$ cat config.mk
export PLATFORM = sky130hd
export DESIGN_NAME = rob_ctrl
export DESIGN_NICKNAME = d
export VERILOG_FILES = /design/src/rtl/rob_pkg.sv /design/src/rtl/rob_ptr.sv /design/src/rtl/rob_ctrl.sv
export SDC_FILE = /design/constraint.sdc
export NUM_CORES = 1
export LEC_CHECK = 0
export BUFFER_PORTS_ARGS = -buffer_cell sky130_fd_sc_hd__buf_4
export CAP_MARGIN = 20
export CORE_MARGIN = 1.5
export CORE_UTILIZATION = 28
export DETAILED_ROUTE_END_ITERATION = 8
export PLACE_DENSITY = 0.46
export SLEW_MARGIN = 10
export SYNTH_ARGS = -nofsm -noshare
export SYNTH_HDL_FRONTEND = slang
export SYNTH_SLANG_ARGS = --single-unit
$ cat constraint.sdc
create_clock -name i_clk -period 2 [get_ports i_clk]
set_clock_uncertainty 0.05 [all_clocks]
set_input_delay 0.1 -clock i_clk [delete_from_list [all_inputs] [get_ports i_clk]]
set_output_delay 0.1 -clock i_clk [all_outputs]
set_load 0.01 [all_outputs]
$ cat src/rtl/rob_pkg.sv
// Shared types and sizing for the reorder buffer and its pointer unit.
// Optional flush support is enabled in rob_ctrl with ROB_FLUSH_EN.
package rob_pkg;

  localparam int ROB_DEPTH = 4;
  localparam int ROB_AW    = 2;
  localparam int ARCH_AW   = 2;
  localparam int DATA_W    = 16;

  typedef logic [ROB_AW-1:0]  rob_tag_t;
  typedef logic [ARCH_AW-1:0] arch_reg_t;

  typedef struct packed {
    logic              busy;
    logic              done;
    arch_reg_t         dst;
    logic [DATA_W-1:0] val;
  } rob_entry_t;

  localparam rob_entry_t ROB_ENTRY_RST = '{busy: 1'b0, done: 1'b0,
                                           dst: {ARCH_AW{1'b0}}, val: {DATA_W{1'b0}}};

endpackage

$ cat src/rtl/rob_ptr.sv
// Wrap-bit head/tail pointer pair with full/empty/count; reusable by any
// power-of-two circular queue.
module rob_ptr
  import rob_pkg::*;
#(
  parameter int AW = ROB_AW
) (
  input  logic        i_clk,
  input  logic        i_rstn,
  input  logic        i_clr,
  input  logic        i_inc_tail,
  input  logic        i_inc_head,
  output logic [AW:0] o_head,
  output logic [AW:0] o_tail,
  output logic        o_full,
  output logic        o_empty,
  output logic [AW:0] o_count
);

  logic [AW:0] r_head;
  logic [AW:0] r_tail;

  // Pointer registers; the MSB toggles on every wrap of the index bits.
  always_ff @(posedge i_clk or negedge i_rstn) begin
    if (!i_rstn) begin
      r_head <= {(AW+1){1'b0}};
      r_tail <= {(AW+1){1'b0}};
    end else if (i_clr) begin
      r_head <= {(AW+1){1'b0}};
      r_tail <= {(AW+1){1'b0}};
    end else begin
      if (i_inc_tail) r_tail <= r_tail + {{AW{1'b0}}, 1'b1};
      if (i_inc_head) r_head <= r_head + {{AW{1'b0}}, 1'b1};
    end
  end

  assign o_head  = r_head;
  assign o_tail  = r_tail;
  assign o_full  = (r_head[AW-1:0] == r_tail[AW-1:0]) && (r_head[AW] != r_tail[AW]);
  assign o_empty = (r_head == r_tail);
  assign o_count = r_tail - r_head;

endmodule

$ cat src/rtl/rob_ctrl.sv
// Reorder buffer: in-order allocation with RAT write, CDB capture, in-order retire.
// Define ROB_FLUSH_EN to add i_flush / o_flush_done for mispredict recovery.
module rob_ctrl
  import rob_pkg::*;
(
  input  logic              i_clk,
  input  logic              i_rstn,
  input  logic              i_dq_valid,
  input  logic [ARCH_AW-1:0] i_dq_dst_addr,
  output logic              o_dq_ready,
  output logic              o_rat_valid,
  output logic [ROB_AW-1:0] o_rat_rob_addr,
  output logic [ARCH_AW-1:0] o_rat_dst_addr,
  input  logic              i_cdb_valid,
  input  logic [ROB_AW-1:0] i_cdb_tag,
  input  logic [DATA_W-1:0] i_cdb_val,
  output logic              o_cmt_valid,
  output logic [ROB_AW-1:0] o_cmt_tag,
  output logic [ARCH_AW-1:0] o_cmt_dst_addr,
  output logic [DATA_W-1:0] o_cmt_val,
  output logic [ROB_AW:0]   o_count,
  output logic              o_empty
`ifdef ROB_FLUSH_EN
  ,
  input  logic              i_flush,
  output logic              o_flush_done
`endif
);

  rob_entry_t  r_ent [ROB_DEPTH];
  logic        r_rat_valid;
  rob_tag_t    r_rat_rob_addr;
  arch_reg_t   r_rat_dst_addr;
  logic        r_cmt_valid;
  rob_tag_t    r_cmt_tag;
  arch_reg_t   r_cmt_dst_addr;
  logic [DATA_W-1:0] r_cmt_val;

  logic [ROB_AW:0] w_head;
  logic [ROB_AW:0] w_tail;
  logic            w_full;
  logic            w_flush;
  logic            w_disp;
  logic            w_wb;
  logic            w_commit;
  rob_tag_t        w_head_idx;
  rob_tag_t        w_tail_idx;

`ifdef ROB_FLUSH_EN
  logic r_flush_done;
  assign w_flush      = i_flush;
  assign o_flush_done = r_flush_done;
`else
  assign w_flush = 1'b0;
`endif

  assign w_head_idx = w_head[ROB_AW-1:0];
  assign w_tail_idx = w_tail[ROB_AW-1:0];
  // Readiness comes from registered full only: a commit never frees a slot same-cycle.
  assign o_dq_ready = !w_full;
  assign w_disp     = i_dq_valid && !w_full && !w_flush;
  assign w_wb       = i_cdb_valid && r_ent[i_cdb_tag].busy && !w_flush;
  assign w_commit   = r_ent[w_head_idx].busy && r_ent[w_head_idx].done && !w_flush;

  rob_ptr #(.AW(ROB_AW)) u_ptr (
    .i_clk      (i_clk),
    .i_rstn     (i_rstn),
    .i_clr      (w_flush),
    .i_inc_tail (w_disp),
    .i_inc_head (w_commit),
    .o_head     (w_head),
    .o_tail     (w_tail),
    .o_full     (w_full),
    .o_empty    (o_empty),
    .o_count    (o_count)
  );

  // Entry storage: allocate at tail, capture CDB results, release at head.
  always_ff @(posedge i_clk or negedge i_rstn) begin
    if (!i_rstn) begin
      for (int i = 0; i < ROB_DEPTH; i++) r_ent[i] <= ROB_ENTRY_RST;
    end else if (w_flush) begin
      for (int i = 0; i < ROB_DEPTH; i++) r_ent[i] <= ROB_ENTRY_RST;
    end else begin
      if (w_disp) begin
        r_ent[w_tail_idx].busy <= 1'b1;
        r_ent[w_tail_idx].done <= 1'b0;
        r_ent[w_tail_idx].dst  <= i_dq_dst_addr;
      end
      if (w_wb) begin
        r_ent[i_cdb_tag].done <= 1'b1;
        r_ent[i_cdb_tag].val  <= i_cdb_val;
      end
      if (w_commit) begin
        r_ent[w_head_idx].busy <= 1'b0;
        r_ent[w_head_idx].done <= 1'b0;
      end
    end
  end

  // Registered RAT-write and commit strobes; address/value fields hold when idle.
  always_ff @(posedge i_clk or negedge i_rstn) begin
    if (!i_rstn) begin
      r_rat_valid    <= 1'b0;
      r_rat_rob_addr <= {ROB_AW{1'b0}};
      r_rat_dst_addr <= {ARCH_AW{1'b0}};
      r_cmt_valid    <= 1'b0;
      r_cmt_tag      <= {ROB_AW{1'b0}};
      r_cmt_dst_addr <= {ARCH_AW{1'b0}};
      r_cmt_val      <= {DATA_W{1'b0}};
    end else begin
      r_rat_valid <= w_disp;
      if (w_disp) begin
        r_rat_rob_addr <= w_tail_idx;
        r_rat_dst_addr <= i_dq_dst_addr;
      end
      r_cmt_valid <= w_commit;
      if (w_commit) begin
        r_cmt_tag      <= w_head_idx;
        r_cmt_dst_addr <= r_ent[w_head_idx].dst;
        r_cmt_val      <= r_ent[w_head_idx].val;
      end
    end
  end

`ifdef ROB_FLUSH_EN
  // One-cycle acknowledge so the RAT can drop every mapping.
  always_ff @(posedge i_clk or negedge i_rstn) begin
    if (!i_rstn) r_flush_done <= 1'b0;
    else         r_flush_done <= w_flush;
  end
`endif

  assign o_rat_valid    = r_rat_valid;
  assign o_rat_rob_addr = r_rat_rob_addr;
  assign o_rat_dst_addr = r_rat_dst_addr;
  assign o_cmt_valid    = r_cmt_valid;
  assign o_cmt_tag      = r_cmt_tag;
  assign o_cmt_dst_addr = r_cmt_dst_addr;
  assign o_cmt_val      = r_cmt_val;

endmodule

Yosys cells after proc, flatten, opt, wreduce, memory -nomap -nowiden
Cells that the tools add are included.
- register bits: 112
- bits in latches: 0
- bits in writable memories: 0
- bits in read-only memories: 0
- bits of input ports: 24
- output and inout port bits: 31
- logic and storage cells: 78
- memories: 0
- add/sub/neg operators: 3
- multiply operators: 0
- div/mod/pow operators: 0
- $lt $le $gt $ge: 6
- equal/unequal tests: 3
- shift operators: 0
- mux-type cells: 30
- bitwise logic cells: 3
- reduce and logical (&&, ||, !) cells: 8
- operators by type and width (cell ; count):
    $bwmux 80 ; 7
    $demux 20 s2 ; 7
    $mux 80 ; 3
    $mux 20 ; 6
    $bmux 20 s2 ; 2
    $mux 19 ; 3
    $mux 18 ; 1
    $mux 16 ; 1
    $ge 3x3->1 const B ; 3
    $lt 3x1->1 const B ; 3
    $not 2->3 ; 3
    $logic_and 1x1->1 ; 7
    $add 3x1->3 const B ; 2
    $eq 3x3->1 ; 1
    $sub 3x3->3 ; 1
    $eq 2x2->1 ; 1
    $logic_not 1->1 ; 1
    $ne 1x1->1 ; 1

Logic depth before layout (Yosys ltp)
Gate-level depths: netlist of the first run.
- depth in word-level cells: 15
- mapped depth: 7
- depth with buffers taken out: 7

Hierarchy
From an unflattened synthesis of the first run, not the netlist that was laid out.
- cells, all modules: 303
- area total of the unflattened synthesis: 4944.7 um^2
- by module, submodules not included (module ; times used ; cells an instance ; area an instance (um^2)):
    rob_ctrl ; 1 ; 269 ; 4580.6
    rob_ptr ; 1 ; 34 ; 364.1

Least setup slack after synthesis of the first run
OpenSTA, ideal clock, no wires.
- kind: flip-flop to flip-flop
- start: reg u_ptr.r_head[1] (netlist: u_ptr.o_head[1])
- end: reg with a tool-made name
- setup time: 125 ps
- data arrival time: 1628 ps
- required time: 1825 ps
- slack: 197 ps
- stages on the path, launching flop included: 7
- buffers on the path: 0
- clock period less this slack: 1803 ps
- cell sequence: dfrtp_1 > inv_1 > ha_1 > nand2_1 > o21ai_2 > nor2_1 > mux2_2
- RTL lines (item ; line ; RTL):
    start: declaration ; rob_ptr.sv:20 ; logic [AW:0] r_head;
    start signal: assignment ; rob_ptr.sv:26 ; r_head <= {(AW+1){1'b0}};
    start signal: assignment ; rob_ptr.sv:29 ; r_head <= {(AW+1){1'b0}};
    start signal: assignment ; rob_ptr.sv:33 ; if (i_inc_head) r_head <= r_head + {{AW{1'b0}}, 1'b1};

Worst setup path in the final report of the first run
- start: reg u_ptr.r_head[0] (netlist: u_ptr.o_head[0])
- end: out o_count[2]
- word-level cells in the longest chain between the ends: 1
- RTL lines (item ; line ; RTL):
    $sub 3x3->3 ; rob_ptr.sv:41 ; assign o_count = r_tail - r_head;
    end: declaration ; rob_ctrl.sv:21 ; output logic [ROB_AW:0] o_count,
No other way between the ends.

==> impl_metrics.csv, run 1 <==
group,metric,value,unit
pwr,power.density,1640,nW/um2
critical_path,r2r-end,"o_cmt_val[12]",
floorplanning,die_y,135,um
sta,rsz0062_at_grt,"no",
critical_path,required,1850,ps
floorplanning,fp.dieW,135,um
sta,hold_ws,38.7,ps
pwr,leakage,0.00279,uW
routing,drcViolationCount,0,
place,place_congestion,0.720,
critical_path,start_kind,"register",
sta,min_period_over_period,0.950,
synthesis,synth-seq-cells,112,
routing,num_vias,2883,
critical_path,slowest_stage,"dfrtp_2",
floorplanning,start_util,0.285,
sta,fmax,527,MHz
synthesis,synthesis.area,4910,um2
synthesis,synth_cells,315,
sta,worst_slew_pin_slew,558,ps
synthesis,yosys-top-cells-area,"dfrtp_1, mux2_2, mux4_2",
critical_path,critPathMaxStageDelay,440,ps
floorplanning,boundaryPins,55,
clock_network,cts_buffer_depth,2,
clock_network,cts_tree,"yes",
hold_path,hold_path_class,"primary input to register",
sta,hold_viol,0,
sta,tns,0,ps
place,dp_hpwl,7.26,mm
critical_path,r2r-start,"u_ptr.o_head[0]",
synthesis,ys_types,31,
final_layout,syn2layout_area_growth,26.6,%
synthesis,synth_flop_cell,"dfrtp_1",
critical_path,crit_type,"register to output pin",
sta,drv_slew,0,
critical_path,cp_max_fo,4,
final_layout,final_layout_size_suffix_gt1_frac,0.500,
global_routing,grt_overflow,0,
synthesis,synth_edf_count,0,
clock_network,root_buffer,"clkbuf_16",
synthesis,ys_seq_area_frac,0.570,
place,io_buffers,54,
routing,drt_iter0_markers,109,
critical_path,cp-startpoint,"u_ptr.o_head[0]",
pwr,ir_drop,0.458,mV
critical_path,worstPathCellList,"ha_1 -> fa_1 -> xnor2_1 -> buf_4",
run_status,status,"complete, no violations",
flow_run,maxCapViolations,0,
clock_network,clk_pin_slew,70,ps
synthesis,yosysMostFrequentCell,"dfrtp_1",
routing,drtPass1Iterations,4,
clock_network,ctsHtreeMaxLevel,3,
critical_path,crit_buf_inv,1,
synthesis,synth_common_cells,"dfrtp_1, mux2_2, mux4_2",
synthesis,synth_warnings,0,
global_routing,grt_pass1_wl,17.5,mm
final_layout,fillCellCount,1643,
synthesis,synth_fp_nets,350,
floorplanning,design.core.area,17200,um2
critical_path,crit_end,"o_count[2]",
clock_network,cts_made_buffers,9,
global_routing,grt_pass1_vias,3077,
sta,final.min_clock_period,1900,ps
critical_path,crit_cells,4,
global_routing,grt_max_degree,41,
clock_network,clock-sinks,112,
routing,routedWlPerCell,17.1,um
clock_network,clock_latency,350,ps
routing,wl,11.0,mm
sta,finalSetupViolations,0,
synthesis,avgSynthCellArea,15.6,um2
critical_path,cp.arrival,1750,ps
final_layout,fin_nets,446,
final_layout,diodes,0,
floorplanning,rows,48,
sta,relSlewSlack,0.628,
synthesis,yosys.area.top_type,"dfrtp_1",
floorplanning,dieArea,18400,um2
clock_network,cts-resized-gates,0,
critical_path,ff2ff_setup_slack,190,ps
critical_path,r2r_cells,3,
routing,drtAntennaViolNets,0,
synthesis,synth_top_area_share,0.570,
synthesis,synthArstFlopShare,1.00,
global_routing,antenna_found_initial,0,
critical_path,end_kind,"output pin",
global_routing,grtUsageTotal,0.129,
routing,viasPerCell,4.50,
critical_path,critical-path-top-delay-family,"adder cells",
-- layout by cell type (no fill, tap or decap), drive strengths merged --
master       Yosys  routed
a22oi            2       2
fa               1       1
mux2            90      90
nor2             1       1
inv             10      11
a21boi           1       1
dfrtp          112     112
xnor2            5       5
buf              9      78
ha              10      10
clkbuf           3      12
nand4b           2       2
nor4bb           1       1
nand2b           1       1
clkinv           1       4
mux4            19      19
nand2           17      17
and3             1       1
o21a             1       1
nand4            1       1
a21oi           10      10
o211ai           3       3
o21ai           10      10
xor2             1       1
or2              1       1
dlygate4sd3      0      19
nand3            2       2
-- worst min-delay path, cell delays in order --
cell and delay [ps]:
buf_4 140, nand4_1 80, a21boi_0 80
-- power breakdown --
| group | total, uW | internal [uW] | switching (uW) |
|---|---|---|---|
| clock network | 1740 | 918 | 819 |
| registers | 3990 | 3380 | 610 |
| logic | 4480 | 2670 | 1810 |
-- layout make-up --
| cell class | instances | area [um2] | share of cell area |
|---|---|---|---|
| Tap cell | 225 | 282 | 0.0452 |
| Multi-Input combinational cell | 180 | 2010 | 0.323 |
| Sequential cell | 112 | 2800 | 0.451 |
| Clock inverter | 4 | 27.5 | 0.00442 |
| Inverter | 11 | 43.8 | 0.00704 |
| Clock buffer | 12 | 256 | 0.0412 |
| Timing Repair Buffer | 97 | 801 | 0.129 |
-- repair_timing --
action	CTS	global route
hold endpoints to repair	111	0
setup endpoints to repair	0	1
setup buffers	0	1
hold buffers	19	0
-- how the worst min path moves through the flow --
stage                             from                         end  slack, ps  cells past startpoint
after global placement          i_rstn  asynchronous set/reset pin         90                      1
after CTS                 i_cdb_tag[1]                   r_ent[18]         30                      3
after floorplan                 i_rstn  asynchronous set/reset pin       -250                      0
after detailed placement        i_rstn  asynchronous set/reset pin         90                      1
after global routing      i_cdb_tag[1]                   r_ent[18]         50                      3
final                     i_cdb_tag[1]                   r_ent[18]         40                      3
-- layer usage --
layer  GRT usage  share of wire
met5           0              0
met4      0.0424          0.012
met1       0.165           0.46
met3      0.0325          0.028
met2       0.213           0.50
-- through the flow --
stage / cell area (um2) / util / instances / setup WS (ps) / power, uW
5_1_grt: 6220 / 0.361 / 641 / 0.634 / 10900
3_5_place_dp: 5740 / 0.333 / 605 / 159 / 8570
6_report: 6220 / 0.361 / 641 / 101 / 10200
2_1_floorplan: 4910 / - / 315 / 197 / 6970
4_1_cts: 6210 / 0.361 / 640 / 65.4 / 10400
3_3_place_gp: 5740 / 0.333 / 605 / 158 / 8480
-- kinds of logic (layout without fill, tap and decap cells) --
logic type | Yosys count | count (layout) | synth area share
AOI/OAI and AO/OA | 27 | 27 | 0.0318
xor gates and xnor gates | 6 | 6 | 0.0122
adders and majority gates | 11 | 11 | 0.0295
buffers and inverters | 23 | 124 | 0.0242
DFF | 112 | 112 | 0.570
muxes | 109 | 109 | 0.305
and+or+nand+nor | 27 | 27 | 0.0265
Power figures use the tool's default switching activity.
==> run 2: changes to the inputs <==
CORE_MARGIN = 5   (was 1.5)
GPL_TIMING_DRIVEN = 0   (was not set)
==> run 2 against run 1 <==
Effect of this change: cell count grew 0.16%; first-iteration DRC count grew 18%; total power grew 1.4%; non-clock buffer count grew 3; largest cell class unchanged; count of clock-buffer cells in the layout grew 2; clock power is essentially flat; register-to-register slack lost 140 ps; largest power group unchanged; critical endpoint is now o_cmt_val[13]; utilization grew 0.23 points; via count grew 0.35%; worst hold slack gained 48 ps; critical path depth grew 1; sequential share of layout area shrank 0.27 points.
==> impl_metrics.csv, run 2 (same netlist as run 1, synthesis figures left out) <==
group,metric,value,unit
pwr,clkPwrFrac,0.166,
routing,drcViolationCount,0,
place,io_buffers,54,
clock_network,ctsHtreeMaxLevel,3,
routing,routedWlPerCell,17.4,um
sta,fmax,513,MHz
clock_network,clock-sinks,112,
critical_path,start_kind,"register",
pwr,ir_drop,0.604,mV
pwr,totalPowerFinal,10300,uW
pwr,leakage,0.00278,uW
clock_network,root_buffer,"clkbuf_16",
floorplanning,design.core.area,17200,um2
critical_path,end_kind,"register",
routing,viasPerCell,4.51,
floorplanning,rows,48,
routing,wl,11.1,mm
global_routing,grtUsageTotal,0.115,
hold_path,hold_path_class,"primary input to register",
critical_path,crit_type,"register to register",
critical_path,worstPathCellList,"buf_6 -> inv_4 -> mux4_2 -> buf_6 -> mux2_4",
critical_path,critPathMaxStageDelay,590,ps
sta,fin_ws,51.3,ps
place,placed_cell_area,5630,um2
final_layout,fin_nets,449,
clock_network,clk_pin_slew,70,ps
critical_path,path_common_cell,"buf_6",
place,dp_slack,-344,ps
floorplanning,start_util,0.285,
sta,hold_viol,0,
final_layout,layout_common_cells,"dfrtp_1, mux2_2, buf_4",
critical_path,cp_max_fo,10,
sta,final.min_clock_period,1950,ps
sta,finalSetupViolations,0,
routing,drtAntennaViolNets,0,
final_layout,utilization,0.363,
run_status,status,"complete, no violations",
final_layout,diodes,0,
pwr,pwr-share-seq,0.387,
critical_path,required,2180,ps
final_layout,final_layout_size_suffix_gt1_frac,0.508,
sta,worst_slew_pin_slew,788,ps
place,dp_cells,595,
clock_network,cts_buffer_depth,2,
sta,min_period_over_period,0.974,
sta,rsz0062_at_grt,"yes",
pwr,power.density,1650,nW/um2
place,place_congestion,0.759,
floorplanning,dieArea,20300,um2
routing,num_vias,2893,
sta,drv_slew,0,
global_routing,grt_pass1_vias,3110,
final_layout,final_area,6260,um2
global_routing,grt_pass1_wl,17.7,mm
global_routing,grt_max_degree,81,
critical_path,slowest_stage,"mux4_2",
pwr,internal_power,7080,uW
routing,drtPass1Iterations,6,
flow_run,maxCapViolations,0,
pwr,switching_share,0.316,
routing,drt_iter0_markers,129,
final_layout,fin_cells,642,
clock_network,clock_latency,350,ps
floorplanning,fp.dieW,142,um
final_layout,final_common_cell,"dfrtp_1",
critical_path,critical-path-top-delay-family,"multiplexers",
global_routing,grt_overflow,0,
clock_network,cts_made_buffers,9,
pwr,switching_power,3270,uW
final_layout,syn2layout_area_growth,27.4,%
clock_network,cts_tree,"yes",
floorplanning,die_y,142,um
place,dp_hpwl,7.51,mm
critical_path,cp.arrival,2130,ps
sta,relSlewSlack,0.475,
floorplanning,boundaryPins,55,
pwr,comb_power_share,0.447,
global_routing,antenna_found_initial,0,
critical_path,crit_buf_inv,3,
[run 2: changes by cell type in the layout (fill, tap and decap cells not counted), moves of 2 or more]
cell	change
buf_2	+4
inv_1	-2
buf_4	-9
clkbuf_1	+3
buf_6	+5
[run 2: cell type report]
cell class / count / area (um2)
fill: 1677 / 11000
clock buffer: 14 / 274
sequential: 112 / 2810
inverter: 11 / 48.8
tap: 225 / 282
timing repair buffer: 88 / 748
buffer: 12 / 81.3
multi-input combinational: 180 / 2020
[run 2: worst paths after layout]
kind | start | end | slack [ps] | cells after the start
hold reg to reg | o_rat_rob_addr[0] | o_rat_rob_addr[0] | 430 | 2
max in group asynchronous | i_rstn | asynchronous set/reset pin | 1020 | 3
setup / recovery | u_ptr.o_head[0] | o_cmt_val[13] | 50 | 5
setup reg to reg | u_ptr.o_head[0] | o_cmt_val[13] | 50 | 5
min in group asynchronous | i_rstn | asynchronous set/reset pin | 160 | 2
hold / removal | i_dq_valid | o_rat_valid | 90 | 3
[run 2: worst min-delay path: stages]
cell,delay [ps]
buf_4,110
o21ai_4,90
clkinv_2,130
[run 2: per-layer routing]
layer | wire, um | global-route usage | up-vias
li1 | - | - | 1345
met2 | 5280 | 0.181 | 34
met3 | 369 | 0.0279 | 11
met4 | 131 | 0.0330 | 0
met5 | 0 | 0 | -
met1 | 5360 | 0.159 | 1503
[run 2: power groups by stage]
stage               logic [uW]  registers, uW  clock network [uW]
detailed placement        4420           4050                   0
global placement          4340           4010                   0
floorplan                 3000           3970                   0
finish                    4620           4000                1720
CTS                       4620           4010                1780
global route              5070           4130                1870
[run 2: stage by stage]
step	hold WS (ps)	setup TNS (ps)
after floorplan	-246	0
after global placement	291	-4510
after detailed placement	-30.4	-5150
after CTS	75.8	0
after global routing	90.1	-15.5
final	86.5	0
[run 2: timing repair]
action,in CTS,in global routing
resized for setup,10,4
hold buffers,19,0
buffers inserted,8,6
endpoints found under the setup margin,50,21
gates cloned,0,0
pin swaps,3,2
endpoints found under the hold margin,106,0
